File: config.mk
export PLATFORM = sky130hd
export DESIGN_NAME = fetch_unit
export DESIGN_NICKNAME = d
export VERILOG_FILES = /design/src/rtl/fetch_unit.sv
export SDC_FILE = /design/constraint.sdc
export NUM_CORES = 1
export LEC_CHECK = 0
export CELL_PAD_IN_SITES_DETAIL_PLACEMENT = 2
export CELL_PAD_IN_SITES_GLOBAL_PLACEMENT = 2
export CORE_UTILIZATION = 30
export CTS_CLUSTER_DIAMETER = 30
export DETAILED_ROUTE_END_ITERATION = 6
export PLACE_DENSITY_LB_ADDON = 0.12
export SLEW_MARGIN = 20
export SYNTH_ARGS = -nofsm -noshare
export SYNTH_HDL_FRONTEND = slang
export SYNTH_SLANG_ARGS = --single-unit
File: constraint.sdc
create_clock -name clk -period 6.36 [get_ports clk]
set_clock_uncertainty 0.1 [all_clocks]
set_input_delay 1.59 -clock clk [delete_from_list [all_inputs] [get_ports clk]]
set_output_delay 1.59 -clock clk [all_outputs]
set_load 0.005 [all_outputs]
File: src/rtl/fetch_unit.sv
// Fetch stage: owns the PC, fetches over imem req/ack into a 2-entry prefetch buffer, redirects on taken branches.
// Optional perf counters (perf_fetched, perf_stall) are built when FETCH_PERF_EN is defined.
module fetch_unit #(
   parameter logic [31:0] RESET_PC = 32'h0000_0000,
   parameter int          DEPTH    = 2
) (
   input  logic        clk,
   input  logic        reset,
   output logic        imem_req,
   output logic [31:0] imem_addr,
   input  logic        imem_ack,
   input  logic [31:0] imem_rdata,
   input  logic        advance,
   input  logic        pc_src,
   input  logic [31:0] branch_target,
   output logic [31:0] instr,
   output logic        instr_valid,
   output logic [31:0] instr_pc,
   output logic [31:0] pc_plus8
`ifdef FETCH_PERF_EN
   ,
   output logic [31:0] perf_fetched,
   output logic [31:0] perf_stall
`endif
);

   localparam logic [1:0]  FULL          = 2'(DEPTH);
   localparam logic [31:0] RESET_ALIGNED = {RESET_PC[31:2], 2'b00};

   typedef enum logic {S_FETCH, S_DROP} state_t;

   state_t      state_q, state_d;
   logic [31:0] fetch_pc_q, fetch_pc_d;
   logic [31:0] drop_addr_q, drop_addr_d;
   logic [1:0]  count_q, count_d;
   logic [31:0] e0_pc_q, e0_pc_d, e0_dat_q, e0_dat_d;
   logic [31:0] e1_pc_q, e1_pc_d, e1_dat_q, e1_dat_d;

   logic        req_raw;
   logic        pop;
   logic        redirect;
   logic        xfer;
   logic        push;
   logic [1:0]  slot;
   logic [31:0] target;

   assign instr_valid = (count_q != 2'd0);
   assign pop         = advance & instr_valid;
   assign redirect    = pop & pc_src;
   assign target      = {branch_target[31:2], 2'b00};

   // A full buffer may still request when the head retires this cycle.
   assign req_raw   = (state_q == S_DROP) ? 1'b1
                    : ((count_q < FULL) | ((count_q == FULL) & advance));
   assign imem_req  = req_raw & ~reset;
   assign imem_addr = (state_q == S_DROP) ? drop_addr_q : fetch_pc_q;

   assign xfer = imem_req & imem_ack;
   assign push = xfer & (state_q == S_FETCH) & ~redirect;
   assign slot = count_q - 2'(pop);

   assign instr    = e0_dat_q;
   assign instr_pc = e0_pc_q;
   assign pc_plus8 = e0_pc_q + 32'd8;

   always_comb begin
      state_d     = state_q;
      fetch_pc_d  = fetch_pc_q;
      drop_addr_d = drop_addr_q;
      count_d     = count_q;
      e0_pc_d     = e0_pc_q;
      e0_dat_d    = e0_dat_q;
      e1_pc_d     = e1_pc_q;
      e1_dat_d    = e1_dat_q;

      if ((state_q == S_DROP) && xfer) begin
         state_d = S_FETCH;
      end

      if (redirect) begin
         count_d    = 2'd0;
         fetch_pc_d = target;
         // An in-flight request must still complete; its word is thrown away.
         if ((state_q == S_FETCH) && imem_req && !imem_ack) begin
            state_d     = S_DROP;
            drop_addr_d = fetch_pc_q;
         end
      end else begin
         // Entry data is only moved, never cleared, so the outputs hold when empty.
         if (pop && (count_q == 2'd2)) begin
            e0_pc_d  = e1_pc_q;
            e0_dat_d = e1_dat_q;
         end
         if (push) begin
            fetch_pc_d = fetch_pc_q + 32'd4;
            if (slot == 2'd0) begin
               e0_pc_d  = fetch_pc_q;
               e0_dat_d = imem_rdata;
            end else begin
               e1_pc_d  = fetch_pc_q;
               e1_dat_d = imem_rdata;
            end
         end
         count_d = count_q + 2'(push) - 2'(pop);
      end
   end

   always_ff @(posedge clk or posedge reset) begin
      if (reset) begin
         state_q     <= S_FETCH;
         fetch_pc_q  <= RESET_ALIGNED;
         drop_addr_q <= RESET_ALIGNED;
         count_q     <= 2'd0;
         e0_pc_q     <= 32'd0;
         e0_dat_q    <= 32'd0;
         e1_pc_q     <= 32'd0;
         e1_dat_q    <= 32'd0;
      end else begin
         state_q     <= state_d;
         fetch_pc_q  <= fetch_pc_d;
         drop_addr_q <= drop_addr_d;
         count_q     <= count_d;
         e0_pc_q     <= e0_pc_d;
         e0_dat_q    <= e0_dat_d;
         e1_pc_q     <= e1_pc_d;
         e1_dat_q    <= e1_dat_d;
      end
   end

`ifdef FETCH_PERF_EN
   logic [31:0] perf_fetched_q;
   logic [31:0] perf_stall_q;

   always_ff @(posedge clk or posedge reset) begin
      if (reset) begin
         perf_fetched_q <= 32'd0;
         perf_stall_q   <= 32'd0;
      end else begin
         if (push) begin
            perf_fetched_q <= perf_fetched_q + 32'd1;
         end
         if (!instr_valid) begin
            perf_stall_q <= perf_stall_q + 32'd1;
         end
      end
   end

   assign perf_fetched = perf_fetched_q;
   assign perf_stall   = perf_stall_q;
`endif

endmodule

### Word level (Yosys, flattened, before mapping)

Cells that the tools add are included.

| word-level totals | value |
|---|---|
| bits in registers | 195 |
| word-level logic and storage cells | 51 |
| output and inout port bits | 130 |
| input bits | 69 |

| operators by class | value |
|---|---|
| mux-type cells | 14 |
| eq/ne operators | 1 |
| add/subtract/negate cells | 5 |
| reduce and logical (&&, ||, !) cells | 10 |
| bitwise gates (word level) | 12 |
| order comparisons | 1 |

Operators with widths:

| kind | number |
|---|---|
| 32-bit two-way mux | 9 |
| 32-bit by 3-bit adder with 32-bit output, second input constant | 1 |
| 32-bit by 4-bit adder with 32-bit output, second input constant | 1 |
| 1-bit AND | 7 |
| 1-bit logical AND | 4 |
| 1-bit two-way mux | 4 |
| 1-bit NOT | 4 |
| 2-bit nonzero test | 2 |
| 2-bit by 1-bit subtractor with 2-bit output | 2 |
| 3-bit AND reduction | 1 |
| 2-bit by 1-bit adder with 2-bit output | 1 |
| 2-bit == test, second input constant | 1 |
| 2-bit logical NOT | 1 |
| 2-bit less-than comparator, second input constant | 1 |
| 2-bit two-way mux | 1 |
| 2-bit AND reduction | 1 |
| 1-bit logical NOT | 1 |
| 1-bit bitwise OR | 1 |

### Logic depth before layout (Yosys ltp)

Gate-level depths: netlist of run 1.

| depth | value |
|---|---|
| depth in word-level cells | 11 |
| gate-level depth with buffers | 11 |
| gate-level depth less buffers | 9 |

### Least setup slack after synthesis of run 1

No wires, ideal clock.

| timing path | value |
|---|---|
| kind | in2out |
| start | input advance |
| end | output imem_req |
| required time | 4.670 ns |
| stages on the path | 3 |
| setup slack | 2.572 ns |
| arrival | 2.098 ns |
| path buffers | 1 |
| path through | nand2b_1 -> buf_4 -> a31oi_1 |

| between the ends | value |
|---|---|
| cells in the longest elaborated chain, start to end | 4 |

Ends and longest elaborated chain:

| element | line | text |
|---|---|---|
| start: declaration | 13 | `input logic advance,` |
| 1-bit AND | 54 | `: ((count_q < FULL) \| ((count_q == FULL) & advance));` |
| 1-bit bitwise OR | 54 |  |
| 1-bit two-way mux | 53 | `assign req_raw = (state_q == S_DROP) ? 1'b1` |
| 1-bit AND | 55 | `assign imem_req = req_raw & ~reset;` |
| end: declaration | 9 | `output logic imem_req,` |

Every way passes these cells.

### Worst setup path in the final report of run 1

Same ends and word-level chain as after synthesis.

==> results of run 1 <==
## Yosys cell counts (2+ instances only)
master and count:
sky130_fd_sc_hd__clkbuf_1 30, sky130_fd_sc_hd__nor3b_1 4, sky130_fd_sc_hd__dfrtp_1 189, sky130_fd_sc_hd__ha_1 4, sky130_fd_sc_hd__o21ai_1 22, sky130_fd_sc_hd__inv_1 7
sky130_fd_sc_hd__nor3_1 3, sky130_fd_sc_hd__nand3_1 24, sky130_fd_sc_hd__o21ai_0 71, sky130_fd_sc_hd__xor2_1 29, sky130_fd_sc_hd__and4_1 6, sky130_fd_sc_hd__nand4_1 25
sky130_fd_sc_hd__buf_4 18, sky130_fd_sc_hd__buf_1 2, sky130_fd_sc_hd__mux2_1 27, sky130_fd_sc_hd__a21oi_1 6, sky130_fd_sc_hd__and2_1 6, sky130_fd_sc_hd__xnor2_1 29
sky130_fd_sc_hd__nor2_1 8, sky130_fd_sc_hd__a2111oi_4 2, sky130_fd_sc_hd__nand2_1 108, sky130_fd_sc_hd__buf_2 11, sky130_fd_sc_hd__a211oi_2 2, sky130_fd_sc_hd__buf_6 2
sky130_fd_sc_hd__mux2_2 91, sky130_fd_sc_hd__mux2i_1 63, sky130_fd_sc_hd__and3_1 12
## through the flow
| stage | power [mW] | util | area [sq um] | hold WS (ps) | cells |
|---|---|---|---|---|---|
| 6_report | 5.41 | 0.402 | 12000 | 385 | 1377 |
| 5_1_grt | 5.80 | 0.402 | 12000 | 425 | 1377 |
| 4_1_cts | 5.52 | 0.402 | 12000 | 391 | 1377 |
| 3_5_place_dp | 4.43 | 0.383 | 11400 | 375 | 1345 |
| 3_3_place_gp | 4.35 | 0.382 | 11400 | 361 | 1344 |
| 2_1_floorplan | 3.25 | - | 9190 | 350 | 812 |
## registers in the layout (all words and copies together), names as in the netlist
signal,flops
count_q,2
drop_addr_q,30
e1_dat_q,32
e1_pc_q,30
fetch_pc_q,30
instr,32
instr_pc,32
state_q,1
## worst register-to-register path, cell delays in order, from the launching register on
cell and delay, ps:
sky130_fd_sc_hd__dfrtp_1 370, sky130_fd_sc_hd__buf_4 300, sky130_fd_sc_hd__or3b_1 620, sky130_fd_sc_hd__a21oi_4 310, sky130_fd_sc_hd__nand2_1 160, sky130_fd_sc_hd__nor2_4 590, sky130_fd_sc_hd__buf_12 360, sky130_fd_sc_hd__mux2_2 390
## worst paths after layout
| kind | endpoint | from | slack, ps |
|---|---|---|---|
| worst max register to register | e1_dat_q[9]$_DFFE_PP0P_ | state_q$_DFFE_PP0P_ | 3050 |
| min in group asynchronous | fetch_pc_q[20]$_DFFE_PP0P_ | reset | 1550 |
| worst min-delay path | drop_addr_q[22]$_DFFE_PP0P_ | drop_addr_q[22]$_DFFE_PP0P_ | 390 |
| worst min register to register | drop_addr_q[22]$_DFFE_PP0P_ | drop_addr_q[22]$_DFFE_PP0P_ | 390 |
| worst max-delay path | imem_req | advance | 1170 |
| max in group asynchronous | instr[2]$_DFFE_PP0N_ | reset | 3550 |
## cell type report
class | count | area [sq um]
flip-flops and latches | 189 | 4730
well taps | 390 | 488
inverters | 7 | 30.0
repair buffers | 206 | 2080
multi-input cells | 553 | 4110
clock buffers | 19 | 443
clock inverters | 13 | 120
fillers | 3133 | 17900
## cell usage in the layout (no fill, tap or decap), types with 8 or more instances in the layout
cell type	instances
sky130_fd_sc_hd__o21ai_0	71
sky130_fd_sc_hd__nand2_1	108
sky130_fd_sc_hd__dfrtp_1	189
sky130_fd_sc_hd__and3_1	11
sky130_fd_sc_hd__nand3_1	23
sky130_fd_sc_hd__mux2i_1	63
sky130_fd_sc_hd__nand4_1	25
sky130_fd_sc_hd__clkdlybuf4s50_1	194
sky130_fd_sc_hd__xor2_1	29
sky130_fd_sc_hd__buf_4	8
sky130_fd_sc_hd__xnor2_1	29
sky130_fd_sc_hd__clkbuf_16	17
sky130_fd_sc_hd__mux2_2	91
sky130_fd_sc_hd__nor2_1	8
sky130_fd_sc_hd__mux2_1	27
sky130_fd_sc_hd__o21ai_1	22
## layer usage
metal | global-route usage | vias up
met1 | 0.223 | 3417
met5 | 0 | -
li1 | - | 3140
met4 | 0.0352 | 2
met2 | 0.291 | 127
met3 | 0.0337 | 20
## where the power goes
group          internal (mW)  total, mW  leakage [nW]  switching, mW
clock network          0.530       1.05         0.281          0.523
logic                   1.29       2.07          2.07          0.774
registers               1.75       2.29          2.36          0.542
total                   3.57       5.41          4.72           1.84
## cells by family after synthesis
family,Yosys count
and+or+nand+nor,202
DFF,189
muxes,181
AOI/OAI and AO/OA,106
buffers and inverters,70
xor gates and xnor gates,58
adders and majority gates,4
other,1
==> impl_summary.md, run 1 <==
Clock network
Counting along the longest clock path gives a buffer depth of 2. The register clock-pin slew on the reported worst setup and hold paths is 70 ps. The total number of clock tree sinks is 189.

In this run, post-CTS repair resized a total of 0 instances. The clock insertion delay at the later pin of the skew report is 440 ps. The total number of H-tree levels is 4.

The total setup buffers inserted after CTS is 0. The CTS tree is built. Hold repair after CTS inserted 0 buffers.

The cell at the root of the clock tree is sky130_fd_sc_hd__clkbuf_16. Clock tree synthesis inserted a total of 17 buffers.

Floorplanning
The initial utilization of the core area, before any placement, comes to 0.307. The floorplan step set the die height to 177 um. The floorplan step defined a die boundary enclosing 31,300 sq um. The count of boundary I/O pins is 199.

The x dimension of the die is 177 um. The core area is 29,900 sq um. After floorplanning, the core was divided into 63 placement rows.

Timing
At the pin with the least slew margin, the transition time is 1010 ps. The setup-violating endpoint count in the final report is 0. The final-report max-slew violation count is 0. Subtracting the final worst setup slack from the clock period gives 5190 ps. The minimum setup slack in the final design is 1170 ps.

Measured against its own limit, the worst slew margin works out to 0.329. The upper clock frequency limit is 0.193 GHz. The fraction of the cycle the final worst path needs is 0.817. The final-layout setup total negative slack is 0 ps.

Setup repair after global routing left no endpoint under its margin. The total count of hold-check failures in the final report came to 0.

Logic synthesis
The share of flip-flops with an asynchronous set or reset after synthesis is 1.00. Of the total synthesized cell area, the portion taken by AND, OR, NAND and NOR gates is 0.105. The proportion of synthesized area in mux cells is 0.213.

The adder and majority gate portion of the synthesized area is 0.00545. The number of synthesized register bits is 189. Among all flip-flop cells after synthesis, the most frequent one is sky130_fd_sc_hd__dfrtp_1. The cell accounting for the most synthesized area is sky130_fd_sc_hd__dfrtp_1. After synthesis the cells add up to 9180 sq um. The count of synthesis-stage warnings from yosys is 0. In this run, synthesis inferred 0 flip-flops with an integrated enable. Sorting the synthesized cells by area gives the leading types as sky130_fd_sc_hd__dfrtp_1 (52%), sky130_fd_sc_hd__mux2_2 (11%), sky130_fd_sc_hd__mux2i_1 (6.9%).

The share of the synthesized area in the top cell type is 0.515. The instance count of the mapped netlist is 811. Dividing the synthesized area by the synthesized cell count gives 11.3 sq um. The compound-gate portion of the synthesized area came to 0.0659.

The number of different library cells used by synthesis comes to 37. The combinational family with the most area after synthesis is multiplexers. Of the total synthesized cell area, the portion taken by XOR and XNOR cells is 0.0553. The share of the Yosys chip area taken by registers is 0.515.

Critical path
The cell family contributing the most delay on the critical path is buffers and inverters. The critical path runs through a total of 4 cells. The worst path arrival time is 3500 ps.

Of all nets on the critical path, the largest fanout is 7. The signal on the critical path passes through clkdlybuf4s50_1 -> nand2b_1 -> a31oi_1 -> clkdlybuf4s50_1. The critical path's largest stage delay is 600 ps. The start-to-end type of the worst setup path is in -> out.

The buffers plus inverters on the worst setup path is 2. The cell with the largest stage delay on the worst path is sky130_fd_sc_hd__clkdlybuf4s50_1. The critical path endpoint category is an output pin. For the worst setup path, the data required time is 4670 ps. The depth of the worst register-to-register path is 7. The most numerous cell type found on the critical path is sky130_fd_sc_hd__clkdlybuf4s50_1.

The startpoint class of the critical path is a primary input.

Layout
The synthesis-to-layout area growth is 30.8%. Of the cells placed in the final design, the portion with a size suffix greater than 1 is 0.148. 0 antenna diodes ended up in the layout. The final-stage net count is 1,047.

Placed design
Prior to clock tree synthesis, the placed netlist has a worst setup slack of 1160 ps. The port buffer count is 194. The final weighted congestion of routability-driven global placement is 0.696. The estimated wirelength of the detail-placed design is 17,800 um.

Global route
The number of antenna violations at the first check in global routing is 2. The first global-routing pass estimated 41,300 um of wire. Summed over all layers, the global routing overflow is 0. The global routing usage summed across all routing layers is 0.171. The number of global-route vias before repair came to 7,402. The maximum number of pins on one net before global-route repair is 85.

Detailed routing
In the final routed layout, each cell accounts on average for 18.8 um. In this run, the number of DRC markers left after iteration 0 of detailed routing was 178. Wire segments on met3 add up to 1000 um in the final route.

Once detail routing completed, the nets flagged for antenna violations numbered 0. Using the TritonRoute via totals, the vias-per-cell ratio works out to 4.87. The top routing layer in use is met5.

Detailed routing inserted a total of 6,706 vias. The final layout contains routed wiring with a total length of 25,900 um. For this run, the detailed router's first-pass iteration total came to 4. After detailed routing, the number of remaining DRC violations is 0. For this block, wires on met1 add up to 12,000 um. The sum of met2 wire segment lengths after detailed routing is 12,800 um.

Hold path
Counting instances, the worst hold path has a depth of 2. The class of the most critical hold timing path is reg -> reg.

Outcome
The run finished with clean final reports.

Flow run
The count of maximum capacitance violations is 0.

Power and ir drop
The analysis attributes to cell leakage a power of 4.72 nW. The worst-case IR drop observed on VDD is 0.000156 V. Power spread over the standard cell area amounts to 450 nW/um^2.
Note: power is estimated with default switching activity, not from simulation.
==> run 2, diff against run 1 <==
clock period = 4.27 ns   (was 6.36 ns; I/O delays follow)
==> run 2 against run 1 <==
Net effect:
- sequential cell count unchanged
- global-route usage up 0.38 points
- final area grew 1.0%
- setup slack got worse by 910 ps
- core utilization is 0.42 points higher
- clock power up 55%
- via count up 0.52%
- first-iteration DRC count grew 9.6%
- clock-buffer cell count is 1 lower
==> impl_summary.md, run 2 (synthesis results as in run 1) <==
Outcome
The run finished with clean final reports.

Clock network
The number of instances resized during post-cts repair is 0 (unchanged). The clock insertion delay at the later pin of the skew report is 430 ps (about the same). The total setup buffers inserted after CTS is 0 (unchanged). The register clock-pin slew on the reported worst setup and hold paths is 80 ps (about the same). The number of buffers inserted during clock tree synthesis was 17 (unchanged). The cell at the root of the clock tree is sky130_fd_sc_hd__clkbuf_16. TritonCTS built the clock tree. The total number of H-tree levels is 4 (unchanged). The hold buffer count at CTS is 0 (unchanged). The maximum number of buffers from clock root to sink is 2 (unchanged).

The total number of clock tree sinks is 189 (unchanged).

Critical path
The required arrival time at the worst endpoint is 3100 ps (-1570 ps). The worst setup path is captured at an output pin. The reg2reg setup slack came to 1550 ps (-1500 ps). The end of the worst register-to-register path is count_q[1]$_DFF_PP0_.

The reg-to-reg startpoint is state_q$_DFFE_PP0P_. The critical path starts at instr_pc[5]$_DFFE_PP0N_. The biggest fanout along the worst timing path is 7 (unchanged). The depth of the worst register-to-register path is 10 (+3). The worst path arrival time is 2840 ps (-660 ps). The most critical setup path has its endpoint at pc_plus8[20]. The start-to-end type of the worst setup path is reg -> out. The startpoint class of the critical path is a flip-flop.

Layout
The number of diodes added for antenna fixing is 0 (unchanged). The final non-filler cell total is 1,383 (+0.44%). The synthesis-to-layout area growth is 32.1%.

The layout filler cell count is 3,140 (+0.22%). In the layout the commonest cells are sky130_fd_sc_hd__clkdlybuf4s50_1 (194), sky130_fd_sc_hd__dfrtp_1 (189), sky130_fd_sc_hd__nand2_1 (108). The final-stage net count is 1,053 (+0.57%). The most common library cell in the layout ignoring fill and taps is sky130_fd_sc_hd__clkdlybuf4s50_1. The share of cells above drive strength 1 came to 0.154 (+0.00616).

Detailed routing
The routed via count divided by cell count is 4.87 (about the same). The iteration-0 DRC count of the detailed router is 195 (+9.6%). The first-pass detailed-route iteration total came to 4 (unchanged). The remaining antenna violation count is 0 (unchanged). The routed wirelength normalized by instance count came to 19.2 um (+1.9%).

The number of vias after detailed routing was 6,741 (+0.52%). The DRC violation count after routing came to 0 (unchanged). The wire length after detailed routing was 26,500 um (+2.4%).

Floorplanning
The die height is 177 um (unchanged). The x dimension of the die was 177 um (unchanged). The core area was 29,900 sq um (unchanged).

The count of boundary I/O pins is 199 (unchanged). The area of the die is 31,300 sq um (unchanged). The number of rows created at floorplan came to 63 (unchanged). The effective utilization at floorplan is 0.307 (unchanged).

Power and ir drop
The overall power is 8.17 mW (+51%). The static leakage is 4.77 nW (+1.2%). The maximum ir drop on the vdd rail came to 0.000239 V (+53%). The power density over cell area is 674 nW/um^2 (+50%).

Global route
The number of antenna violations at the first check in global routing is 3 (+1). The number of global-route vias before repair is 7,286 (-1.6%). The global routing usage summed across all routing layers was 0.175 (+0.00381). The wire length of the first global-routing pass is 42,100 um (+1.9%). The maximum number of pins on one net before global-route repair is 87 (+2.4%). The sum of overflow across all layers after global routing was 0 (unchanged).

Placed design
The port buffer count is 194 (unchanged). The worst setup slack after placement came to 500 ps (-662 ps). The final weighted congestion of routability-driven global placement came to 0.715 (+2.9%). The estimated wirelength of the detail-placed design is 17,900 um (+0.64%). The total instance count after detailed placement was 1,351 (+0.45%).

Timing
The minimum setup slack in the final design is 260 ps (-907 ps). Setup repair after global routing left no endpoint under its margin. In the finished design, the share of the clock period the worst path needs comes to 0.939. The tightest hold margin was 394 ps (+8.32 ps).

The actual slew at the worst max-slew pin came to 975 ps (-30.2 ps). The final-layout setup total negative slack is 0 ps (unchanged). Static timing analysis puts the maximum clock frequency at 0.249 GHz. The worst path in the final design needs a cycle of 4010 ps, including I/O delays and setup. The worst relative slew slack was 0.345 (+0.0159).

The setup-violating endpoint count in the final report is 0 (unchanged). The final-report max-slew violation count is 0 (unchanged). The total count of hold-check failures in the final report is 0 (unchanged).

Flow run
The count of maximum capacitance violations is 0 (unchanged).

Hold path
The path class of the tightest hold or removal check is reg -> reg.
## run 2: per-stage QoR
| step | util | area (sq um) |
|---|---|---|
| floorplan | - | 9190 |
| global placement | 0.386 | 11500 |
| detailed placement | 0.386 | 11500 |
| CTS | 0.406 | 12100 |
| global route | 0.406 | 12100 |
| finish | 0.406 | 12100 |
## run 2: worst min path at each step
stage | cells after the start | from | slack (ps) | endpoint
3_3_place_gp | 2 | drop_addr_q[22]$_DFFE_PP0P_ | 360 | drop_addr_q[22]$_DFFE_PP0P_
2_1_floorplan | 2 | drop_addr_q[22]$_DFFE_PP0P_ | 350 | drop_addr_q[22]$_DFFE_PP0P_
5_1_grt | 1 | e1_pc_q[25]$_DFFE_PP0P_ | 410 | e1_pc_q[25]$_DFFE_PP0P_
6_report | 1 | e1_dat_q[3]$_DFFE_PP0P_ | 390 | e1_dat_q[3]$_DFFE_PP0P_
4_1_cts | 1 | e1_dat_q[21]$_DFFE_PP0P_ | 400 | e1_dat_q[21]$_DFFE_PP0P_
3_5_place_dp | 1 | e1_dat_q[3]$_DFFE_PP0P_ | 380 | e1_dat_q[3]$_DFFE_PP0P_
## run 2: report_power, final
group / total, mW / internal [mW] / switching [mW]
clock: 1.63 / 0.847 / 0.786
sequential: 3.43 / 2.61 / 0.822
combinational: 3.11 / 1.95 / 1.16
total: 8.17 / 5.40 / 2.77
## run 2: worst max-delay path, cell delays in order, from the launching register on
cell                              delay [ps]
sky130_fd_sc_hd__dfrtp_1                 520
sky130_fd_sc_hd__and4_1                  290
sky130_fd_sc_hd__and4_1                  330
sky130_fd_sc_hd__nor3b_1                 230
sky130_fd_sc_hd__buf_4                   230
sky130_fd_sc_hd__nand4_1                 130
sky130_fd_sc_hd__xnor2_1                 160
sky130_fd_sc_hd__clkdlybuf4s50_1         510
## run 2: layout make-up
| type | count | area (sq um) | area share |
|---|---|---|---|
| flip-flops and latches | 189 | 4730 | 0.390 |
| well taps | 390 | 488 | 0.0402 |
| inverters | 7 | 30.0 | 0.00248 |
| multi-input cells | 553 | 4110 | 0.339 |
| clock buffers | 18 | 439 | 0.0362 |
| repair buffers | 212 | 2180 | 0.179 |
| clock inverters | 14 | 154 | 0.0127 |
## run 2: layer usage
layer | wire length, um | GRT usage
met1 | 12300 | 0.233
met2 | 13100 | 0.293
met3 | 945 | 0.0309
met4 | 252 | 0.0388
met5 | 12 | 0
==> run 3, diff against run 2 <==
SKIP_LAST_GASP = 1   (was not set)
==> results of run 3 <==
The final DEF is identical to that of run 2; final timing and power are the same.
